[src/rtl/fetch_pc_unit_if.sv]
// Fetch-side bus bundle: imem request/response, decode handoff and jump-select redirect.
// The master modport is the fetch unit; the slave modport is the surrounding environment.
interface fetch_pc_unit_if;
  logic        imem_req_valid;
  logic        imem_req_ready;
  logic [31:0] imem_addr;
  logic        imem_rsp_valid;
  logic [31:0] imem_rsp_data;
  logic        instr_valid;
  logic        instr_ready;
  logic [31:0] instr_out;
  logic [31:0] pc_out;
  logic [31:0] pcadded;
  logic [27:0] fjump;
  logic        redirect_valid;
  logic [31:0] redirect_pc;
  logic        misalign_err;

  modport master (
    output imem_req_valid, imem_addr, instr_valid, instr_out, pc_out, pcadded, fjump,
           misalign_err,
    input  imem_req_ready, imem_rsp_valid, imem_rsp_data, instr_ready, redirect_valid,
           redirect_pc
  );

  modport slave (
    input  imem_req_valid, imem_addr, instr_valid, instr_out, pc_out, pcadded, fjump,
           misalign_err,
    output imem_req_ready, imem_rsp_valid, imem_rsp_data, instr_ready, redirect_valid,
           redirect_pc
  );
endinterface

[src/rtl/fetch_pc_unit.sv]
// Fetch PC unit: holds the architectural PC, issues imem reads and hands the fetched
// instruction with PC+STEP and the jump target field to decode; accepts redirects back.
module fetch_pc_unit #(
  parameter logic [31:0] RESET_PC = 32'h0000_0000,
  parameter int unsigned PC_STEP  = 4
) (
  input  logic            clk,
  input  logic            rst_n,
  fetch_pc_unit_if.master bus
);

  typedef enum logic [1:0] {
    S_REQ,
    S_WAIT,
    S_HOLD
  } state_t;

  state_t      state, state_n;
  logic [31:0] pc, pc_n;
  logic        drop, drop_n;
  logic        run;
  logic        latch;
  logic [31:0] instr_q;
  logic [31:0] pc_q;
  logic        misalign_q;
  logic [31:0] redirect_aligned;
  logic        req_fire;

  assign redirect_aligned = {bus.redirect_pc[31:2], 2'b00};

  // run holds the request off until the first edge after reset release
  assign bus.imem_req_valid = run && (state == S_REQ);
  assign req_fire           = bus.imem_req_valid && bus.imem_req_ready;
  assign bus.imem_addr      = pc;

  assign bus.instr_valid  = (state == S_HOLD);
  assign bus.instr_out    = instr_q;
  assign bus.pc_out       = pc_q;
  assign bus.pcadded      = pc_q + 32'(PC_STEP);
  assign bus.fjump        = {instr_q[25:0], 2'b00};
  assign bus.misalign_err = misalign_q;

  always_comb begin
    state_n = state;
    pc_n    = pc;
    drop_n  = drop;
    latch   = 1'b0;
    unique case (state)
      S_REQ: begin
        if (req_fire) begin
          state_n = S_WAIT;
          if (bus.redirect_valid) drop_n = 1'b1;
        end
        if (bus.redirect_valid) pc_n = redirect_aligned;
      end
      S_WAIT: begin
        // a redirect kills the outstanding response whether it lands now or later
        if (bus.imem_rsp_valid) begin
          if (drop || bus.redirect_valid) begin
            state_n = S_REQ;
            drop_n  = 1'b0;
          end else begin
            latch   = 1'b1;
            state_n = S_HOLD;
          end
        end else if (bus.redirect_valid) begin
          drop_n = 1'b1;
        end
        if (bus.redirect_valid) pc_n = redirect_aligned;
      end
      S_HOLD: begin
        if (bus.redirect_valid) begin
          state_n = S_REQ;
          pc_n    = redirect_aligned;
        end else if (bus.instr_ready) begin
          state_n = S_REQ;
          pc_n    = pc + 32'(PC_STEP);
        end
      end
      default: state_n = S_REQ;
    endcase
  end

  always_ff @(posedge clk or negedge rst_n) begin
    if (!rst_n) begin
      state <= S_REQ;
      pc    <= RESET_PC;
      drop  <= 1'b0;
      run   <= 1'b0;
    end else begin
      state <= state_n;
      pc    <= pc_n;
      drop  <= drop_n;
      run   <= 1'b1;
    end
  end

  always_ff @(posedge clk or negedge rst_n) begin
    if (!rst_n) begin
      instr_q    <= '0;
      pc_q       <= '0;
      misalign_q <= 1'b0;
    end else begin
      if (latch) begin
        instr_q <= bus.imem_rsp_data;
        pc_q    <= pc;
      end
      misalign_q <= bus.redirect_valid && (bus.redirect_pc[1:0] != 2'b00);
    end
  end

endmodule

[src/flat_wrapper.sv]
// flat-port wrapper written by rule: the top's interface ports become plain ports
module fetch_pc_unit_flat 
#(
  parameter logic [31:0] RESET_PC = 32'h0000_0000,
  parameter int unsigned PC_STEP  = 4
)
  (clk, rst_n, bus_imem_req_valid, bus_imem_addr, bus_instr_valid, bus_instr_out, bus_pc_out, bus_pcadded, bus_fjump, bus_misalign_err, bus_imem_req_ready, bus_imem_rsp_valid, bus_imem_rsp_data, bus_instr_ready, bus_redirect_valid, bus_redirect_pc);
  fetch_pc_unit_if bus_i ();
  input  logic clk;
  input  logic rst_n;
  output wire logic [$bits(bus_i.imem_req_valid)-1:0] bus_imem_req_valid;
  output wire logic [$bits(bus_i.imem_addr)-1:0] bus_imem_addr;
  output wire logic [$bits(bus_i.instr_valid)-1:0] bus_instr_valid;
  output wire logic [$bits(bus_i.instr_out)-1:0] bus_instr_out;
  output wire logic [$bits(bus_i.pc_out)-1:0] bus_pc_out;
  output wire logic [$bits(bus_i.pcadded)-1:0] bus_pcadded;
  output wire logic [$bits(bus_i.fjump)-1:0] bus_fjump;
  output wire logic [$bits(bus_i.misalign_err)-1:0] bus_misalign_err;
  input wire logic [$bits(bus_i.imem_req_ready)-1:0] bus_imem_req_ready;
  input wire logic [$bits(bus_i.imem_rsp_valid)-1:0] bus_imem_rsp_valid;
  input wire logic [$bits(bus_i.imem_rsp_data)-1:0] bus_imem_rsp_data;
  input wire logic [$bits(bus_i.instr_ready)-1:0] bus_instr_ready;
  input wire logic [$bits(bus_i.redirect_valid)-1:0] bus_redirect_valid;
  input wire logic [$bits(bus_i.redirect_pc)-1:0] bus_redirect_pc;
  assign bus_imem_req_valid = bus_i.imem_req_valid;
  assign bus_imem_addr = bus_i.imem_addr;
  assign bus_instr_valid = bus_i.instr_valid;
  assign bus_instr_out = bus_i.instr_out;
  assign bus_pc_out = bus_i.pc_out;
  assign bus_pcadded = bus_i.pcadded;
  assign bus_fjump = bus_i.fjump;
  assign bus_misalign_err = bus_i.misalign_err;
  assign bus_i.imem_req_ready = bus_imem_req_ready;
  assign bus_i.imem_rsp_valid = bus_imem_rsp_valid;
  assign bus_i.imem_rsp_data = bus_imem_rsp_data;
  assign bus_i.instr_ready = bus_instr_ready;
  assign bus_i.redirect_valid = bus_redirect_valid;
  assign bus_i.redirect_pc = bus_redirect_pc;
  fetch_pc_unit #(.RESET_PC(RESET_PC), .PC_STEP(PC_STEP)) u_core (.clk(clk), .rst_n(rst_n), .bus(bus_i));
endmodule
[config.mk]
export PLATFORM = sky130hd
export DESIGN_NAME = fetch_pc_unit_flat
export DESIGN_NICKNAME = d
export VERILOG_FILES = /design/src/rtl/fetch_pc_unit_if.sv /design/src/rtl/fetch_pc_unit.sv /design/src/flat_wrapper.sv
export SDC_FILE = /design/constraint.sdc
export NUM_CORES = 1
export LEC_CHECK = 0
export CORE_MARGIN = 2
export CORE_UTILIZATION = 40
export DETAILED_ROUTE_END_ITERATION = 8
export PLACE_DENSITY_LB_ADDON = 0.1
export REMOVE_ABC_BUFFERS = 1
export SLEW_MARGIN = 0
export SYNTH_ARGS = -nofsm -noshare
export SYNTH_HDL_FRONTEND = slang
export SYNTH_SLANG_ARGS = --single-unit
[constraint.sdc]
create_clock -name clk -period 2.7 [get_ports clk]
set_input_delay 0.405 -clock clk [delete_from_list [all_inputs] [get_ports clk]]
set_output_delay 0.405 -clock clk [all_outputs]
set_load 0.01 [all_outputs]
* After elaboration in Yosys (flattened, before gate mapping)
Index checks and enable logic that the tools add are counted.
** Cells by class
- Add/subtract/negate cells :: 2
- Mux-type cells :: 18
- Reduce and logical (&&, ||, !) cells :: 12
- Eq/ne operators :: 7
** Operator list (number)
- $mux 32 :: 3
- $add 32x3->32 const B :: 2
- $pmux 32 s2 :: 1
- $mux 2 :: 5
- $reduce_and 3->1 :: 3
- $mux 1 :: 7
- $pmux 2 s3 :: 1
- $reduce_bool 2->1 :: 3
- $ne 2x1->1 const B :: 2
- $logic_and 1x1->1 :: 3
- $ne 3x1->1 const B :: 1
- $ne 3x2->1 const B :: 1
- $eq 2x1->1 const B :: 1
- $eq 2x2->1 const B :: 1
- $logic_not 2->1 :: 1
- $ne 2x2->1 const B :: 1
- $pmux 1 s2 :: 1
- $reduce_or 2->1 :: 1
- $logic_or 1x1->1 :: 1
** Word-level totals
- Logic and storage cells :: 46
- Output and inout port bits :: 159
- Bits of input ports :: 70
- Bits in registers :: 101

* Logic depth before layout (Yosys ltp)
- Depth in word-level cells :: 5
- Gate-level depth with buffers :: 8
- Mapped depth without buffers :: 6

* Worst setup path after synthesis
No wires, ideal clock.
- Path type :: register to output
- From :: register u_core.pc_q[2] (netlist: u_core.bus.pc_out[2])
- To :: output port bus_pcadded[22]
- Stages on the path, launching flop included :: 7
- Path slack :: 496 ps
- Data required time :: 2295 ps
- Arrival time :: 1799 ps
- Path buffers :: 0
- Path through :: dfrtp_1 -> ha_1 -> inv_1 -> nor4_1 -> and3_1 -> and3_1 -> xor2_1
** Between the ends
- Cells in the longest elaborated chain, start to end :: 1
** Ends and longest elaborated chain
- from (decl) :: line fetch_pc_unit.sv:24 : logic [31:0] pc_q;
- from (signal assigned) :: line fetch_pc_unit.sv:106 : pc_q <= pc;
- $add 32x3->32 :: line fetch_pc_unit.sv:39 : assign bus.pcadded = pc_q + 32'(PC_STEP);
- to (decl) :: line flat_wrapper.sv:16 : output wire logic [$bits(bus_i.pcadded)-1:0] bus_pcadded;
Every way passes these cells.

* Final worst setup path
- From :: register u_core.pc_q[3] (netlist: u_core.bus.pc_out[3])
- To :: output port bus_pcadded[15]
The elaborated chain is that of the path after synthesis.

==> impl_results.md <==
- Setup TNS: 0 ns
- Pre-CTS setup slack: roughly 0.043 ns
- Crit. End Element: output pin
- Drt first pass iters: 4
- R2R setup slack: around 0.52 ns
- FF-to-FF path depth: 5
- Yosys Warn Count: 0
- Status: complete, no violations
- CTS tree: done
- Total number of vias: between 4,000 and 5,000
- Routed wire length: around 15 mm
- Post-synth EDFFs: 0
- IO buf count: 220
- Syn_area_per_cell: slightly above 10 sq um
- Routing usage on met2: 0.366
- Final worst slack: 0.163 ns
- CTS clk-pin slew, worst paths: 0.07 ns
- Netlist Area Pre-Place: between 0.005 and 0.006 sq mm
- Placeable Area: approximately 0.013 sq mm
- CTS buffer count: 9
- Post-DR vias/cell: between 5 and 6
- Async S/R FF share, synth: 1.00
- Prevailing post-synth register cell: dfrtp_1
- # Max-Cap Violations: 0
- Post-route minimum period: between 2 and 3 ns
- Critical-path top delay cell: dfrtp_1
- Max clock buf depth: 2
- I/O Pins: 229
- Gpl congestion: between 0.8 and 0.9
- Fin nets: 778
- Class of the worst hold path: in -> async
- Top post-synthesis cells by area: dfrtp_1 (47%), mux2_2 (13%), buf_4 (5.1%)
- Biggest area consumer among synthesized cells: dfrtp_1
- Chip Height: about 120 um
- Synth cell types: between 40 and 50
- GRT Residual Overflow: 0
- First-pass GRT wire length: around 23 mm
- Global router's overall resource usage: 0.216
- Reg2Reg Launch Point: u_core.bus.imem_addr[9]$_DFFE_PN0P_
- Hold_ws: ~0.027 ns
- ANT cells: 0
- R2r endpoint: u_core.bus.imem_addr[13]$_DFFE_PN0P_
- Final hold vios: 0
- Worst-path cell chain: buf_4, nand2_2, nor4_2, buf_4, and2b_2, buf_4, xor2_1, dlygate4sd2_1
- Power, Total: about 7.4 mW
- Rows: between 40 and 50
- Final period utilization: 0.940
- Clock Latency Late Sink: 0.34 ns
- Hold buffer count at cts: 0
- Largest net degree at the start of global routing: 60
- CP startpoint kind: flop
- Gr busiest metal: met2
- CTS root buffer: clkbuf_16
- CP most frequent cell: buf_4
- Unrepaired setup endpoints after global routing: no
- HPWL after DPL: 10.8 mm
- Initial drt markers: ~160
- Synth top area share: 0.473
- Layout area overhead: 51.0%
- Antenna violations before repair: 0
- Die Wd: about 120 um
- Worst slew pin tran: a little under 0.9 ns
- Leak: roughly 3.2 nW
- Slew margin rel.: 0.417
- Number of global-route vias before repair: approximately 4,600
- H-Tree Level Count: 3
- Largest stage delay, worst path: between 0.4 and 0.5 ns
- Met3 usage: 0.0525
- Max VDD drop: about 0.55 mV
- Antenna viol nets, final: 0
- Initial Util: 0.408
- Clock sinks: 97
- Routed wire per std cell: around 17 um
- CP max FO: 5
- CP arrival: 2.13 ns
- Crit Path Class: reg -> out
- Final setup fails: 0
- CP required: between 2 and 2.5 ns
- Max Clock Skew: approximately 0.0069 ns
- PD cells: around 960 mW/mm^2
- Share of cells above drive strength 1: 0.183
- Synth Instances: 500
- Flops & latches, synth: between 90 and 100
- Max Freq: 0.394 GHz
- Die ar.: between 0.01 and 0.015 sq mm
- Register area share after synthesis: 0.473
- Slew Limit Fails: 0
- Cell with the most instances after synthesis: dfrtp_1
- Post-synth top cells: dfrtp_1 (97), mux2_2 (58), a21oi_1 (38), nand2_1 (38), buf_4 (35)
- Core Util, Final: 0.616
- Met1 track utilization from global routing: 0.268
- DRC errors left: 0
area by class of cell:
type | count | area (sq um)
well taps | 172 | 215
clock buffers | 9 | 225
clock inverters | 7 | 61.3
inverters | 9 | 33.8
flip-flops and latches | 97 | 2430
repair buffers | 249 | 2400
multi-input cells | 340 | 2380
fillers | 1074 | 4830
power breakdown:
| group | switching, mW | internal [mW] | total [mW] |
|---|---|---|---|
| Sequential | 0.537 | 1.98 | 2.52 |
| Combinational | 1.43 | 2.26 | 3.69 |
| Clock | 0.595 | 0.643 | 1.24 |
| Total | 2.56 | 4.89 | 7.45 |
worst max-delay path: cells and delay by family (launching register included):
kind	cells	cell delay (ns)
DFF	1	0.41
and+or+nand+nor	3	0.53
buffers and inverters	4	0.72
xor gates and xnor gates	1	0.13
cell usage in the layout, fill, tap and decap left out, types with 2 or more instances in the layout:
master,netlist,layout
nand2b_1,2,2
inv_1,9,9
clkbuf_16,0,9
a32oi_1,2,2
o22ai_1,17,17
buf_4,35,28
nor2_1,19,18
conb_1,2,9
mux2_2,58,58
nor3b_1,2,2
o21ai_0,23,23
clkbuf_2,0,8
and4_1,6,6
clkdlybuf4s50_1,0,200
dlymetal6s2s_1,0,2
buf_12,0,2
dfrtp_1,97,97
a21o_1,2,2
dlygate4sd2_1,0,8
nand2_1,38,37
clkinvlp_4,0,2
mux2i_1,2,2
o21a_1,3,3
a21oi_1,38,37
nor4_2,0,3
nor3_1,9,9
xnor2_1,17,17
or3_2,1,2
and3_1,8,7
nand3_1,21,21
a2bb2oi_1,9,9
nand4_1,16,16
inv_6,0,3
xor2_1,11,11
state kept, by name (all words and copies together) (netlist names):
| register | flops |
|---|---|
| u_core.drop | 1 |
| u_core.bus.pc_out | 30 |
| u_core.state | 2 |
| u_core.run | 1 |
| u_core.bus.misalign_err | 1 |
| u_core.bus.imem_addr | 30 |
| u_core.bus.instr_out | 32 |
repair_timing:
item	4_1_cts	5_1_grt
hold endpoints to repair	0	0
pin swaps	3	1
gates resized for setup	23	24
buffers inserted	0	2
setup endpoints to repair	18	11
gates cloned	0	0
metal layers:
| layer | part of all wire | routed length, um |
|---|---|---|
| met4 | 0.010 | 153 |
| met5 | 0 | 0 |
| met1 | 0.41 | 6050 |
| met3 | 0.077 | 1120 |
| met2 | 0.50 | 7260 |
stage by stage:
step | instances | instance area [sq um]
after global placement | 865 | 7440
after detailed placement | 865 | 7440
after global routing | 883 | 7740
final | 883 | 7740
after floorplan | 446 | 4790
after CTS | 881 | 7730
cells by family after synthesis:
| kind of cell | Yosys count | synth area share |
|---|---|---|
| AOI/OAI and AO/OA | 103 | 0.121 |
| xor gates and xnor gates | 28 | 0.0478 |
| adders and majority gates | 2 | 0.00488 |
| buffers and inverters | 70 | 0.0781 |
| DFF | 97 | 0.473 |
| muxes | 60 | 0.131 |
| other | 2 | 0.00146 |
| and+or+nand+nor | 138 | 0.142 |
worst max path at each step:
stage                                                end                        startpoint  slack, ns
floorplan           u_core.bus.imem_addr[16]$_DFFE_PN0P_       u_core.state[1]$_DFFE_PN0P_      -0.64
global placement                         bus_pcadded[20]  u_core.bus.pc_out[2]$_DFFE_PN0P_       0.12
detailed placement                       bus_pcadded[22]  u_core.bus.pc_out[3]$_DFFE_PN0P_       0.04
CTS                                      bus_pcadded[22]  u_core.bus.pc_out[3]$_DFFE_PN0P_      0.004
global route                             bus_pcadded[15]  u_core.bus.pc_out[5]$_DFFE_PN0P_      0.003
finish                                   bus_pcadded[15]  u_core.bus.pc_out[3]$_DFFE_PN0P_       0.16
No activity file was read; power rests on OpenSTA's default activity.
==> RTL edit (config.mk and constraints unchanged) <==
Encoding of `state_t`: now one-hot (3 bits for 3 states).
--- a/src/rtl/fetch_pc_unit.sv
+++ b/src/rtl/fetch_pc_unit.sv
@@ -11,6 +11,6 @@
 
-  typedef enum logic [1:0] {
-    S_REQ,
-    S_WAIT,
-    S_HOLD
+  typedef enum logic [2:0] {
+    S_REQ  = 3'b001,
+    S_WAIT = 3'b010,
+    S_HOLD = 3'b100
   } state_t;
Formal check against the unedited RTL: same outputs for any inputs over 4 cycles, from zero or initial values and one cycle with rst_n low; so few cycles prove little.
==> RTL edit against the original RTL <==
Synthesized area grew 3.3%; final area increased by 2.6%; routed wire length is 4.8% higher; via count grew 4.5%; setup slack worse by 0.088 ns; largest cell class is now multi-input gates; sequential cell count is 1 higher; fmax shrank 3.4%.
Power is not compared: it rests on default switching activity, and its combinational part moved more than twofold at a synthesized area within 25%.
==> RTL edit: results (changes against the original RTL) <==
Outcome
  • Outcome: completed (unchanged)

Critical path
  • Crit path launch: u_core.bus.pc_out[2] (was u_core.bus.pc_out[3])
  • Reg2Reg Capture Point: u_core.bus.imem_addr[21] (was u_core.bus.imem_addr[13])
  • Crit-path max cell delay: 0.36 ns (was 0.41 ns)
  • Worst setup endpoint: bus_pcadded[27] (was bus_pcadded[15])
  • Worst Reg2Reg Path Length in Cells: 6 (was 5)
  • R2r setup slk: 0.54 ns (was 0.52 ns)
  • Worst R2R Start: u_core.state[0] (was u_core.bus.imem_addr[9])
  • CP Max Fanout: 6 (was 5)

Synth
  • Ranking of synthesized cells by area: dfrtp_1, mux2_2, buf_4, xnor2_1, a21oi_1 (was dfrtp_1, mux2_2, buf_4, a21oi_1, xnor2_1)
  • Most frequent cells after synthesis: dfrtp_1, mux2_2, buf_4 (was dfrtp_1, mux2_2, a21oi_1, nand2_1, buf_4)
  • Synthesized flop and latch total: 98 (was 97)
  • Share of the synthesized area in the top cell type: 45.8% (was 47.3%)
  • Synth unique cells: 56 (was 48)
  • Synth Instances: 507 (was 500)

GRT
  • Met3 Use GR: 6.13% (was 5.25%)
  • Number of global-route vias before repair: 4746 (was 4597)
  • GR Layer Usage met2: 35.4% (was 36.6%)
  • Largest net degree at the start of global routing: 43 (was 60)

Detailed routing
  • Metal3 WL: 1220 um (was 1120 um)
  • Initial DRC count: 273 (was 156)
  • Vias per cell: 5.31 (was 5.15)
  • Met2 WL post-DR: 7230 um (was 7260 um)
  • Via count: 4754 (was 4551)
  • WL/cell: 17.0 um (was 16.5 um)
  • Pre-Repair DR Iteration Count: 5 (was 4)
  • M1 WL: 6490 um (was 6050 um)

Finish
  • Filler Cell Count: 1133 (was 1074)
  • Multi-input gate area: 2500 sq um (was 2380 sq um)
  • Clock buffer count: 14 (was 9)
  • Max reg flops: 32 (unchanged)
  • Non-clock buffer share: 30.9% (was 31.0%)
  • Register area: 2450 sq um (was 2430 sq um)
  • Clock-cell share: 3.67% (was 3.70%)
  • Layout cells sized above 1: 16.9% (was 18.3%)

Timing
  • Worst Max-Slew Pin Slew: 0.768 ns (was 0.867 ns)
  • Post-Route Skew: 0.00466 ns (was 0.00691 ns)
  • Hold slack: 0.0255 ns (was 0.0272 ns)

Place
  • DP Wirelength: 11300 um (was 10800 um)
  • Gpl congestion: 0.828 (was 0.848)
  • Post-place setup slack: 0.163 ns (was 0.0434 ns)

Power
  • Sw frac: 30.9%
==> RTL edit: metrics by stage <==
step                      total power, uW  cell area (sq um)  TNS, ns
after global routing                 5210               7940        0
after CTS                            5010               7960  -0.0337
after detailed placement             3740               7630        0
final                                4940               7940        0
after global placement               3710               7630        0
after floorplan                      2630               4960    -9.05
==> RTL edit: cell families (layout without fill, tap and decap cells) <==
family | Yosys count | count (layout) | share of synthesized area (%)
fa+ha+maj | 2 | 2 | 0.472
flops | 98 | 98 | 46.3
compound gates | 99 | 99 | 11.9
mux | 63 | 63 | 13.4
other cells | 2 | 9 | 0.142
simple gates | 151 | 151 | 15.9
xor+xnor | 28 | 28 | 4.63
buf+inv | 64 | 270 | 7.32
==> RTL edit: repair_timing <==
| action | CTS | global route |
|---|---|---|
| pin swaps | 5 | 1 |
| setup endpoints to repair | 16 | 7 |
| endpoints found under the hold margin | 0 | 0 |
| gates resized for setup | 27 | 6 |
| setup buffers | 6 | 0 |
| gates cloned | 0 | 0 |
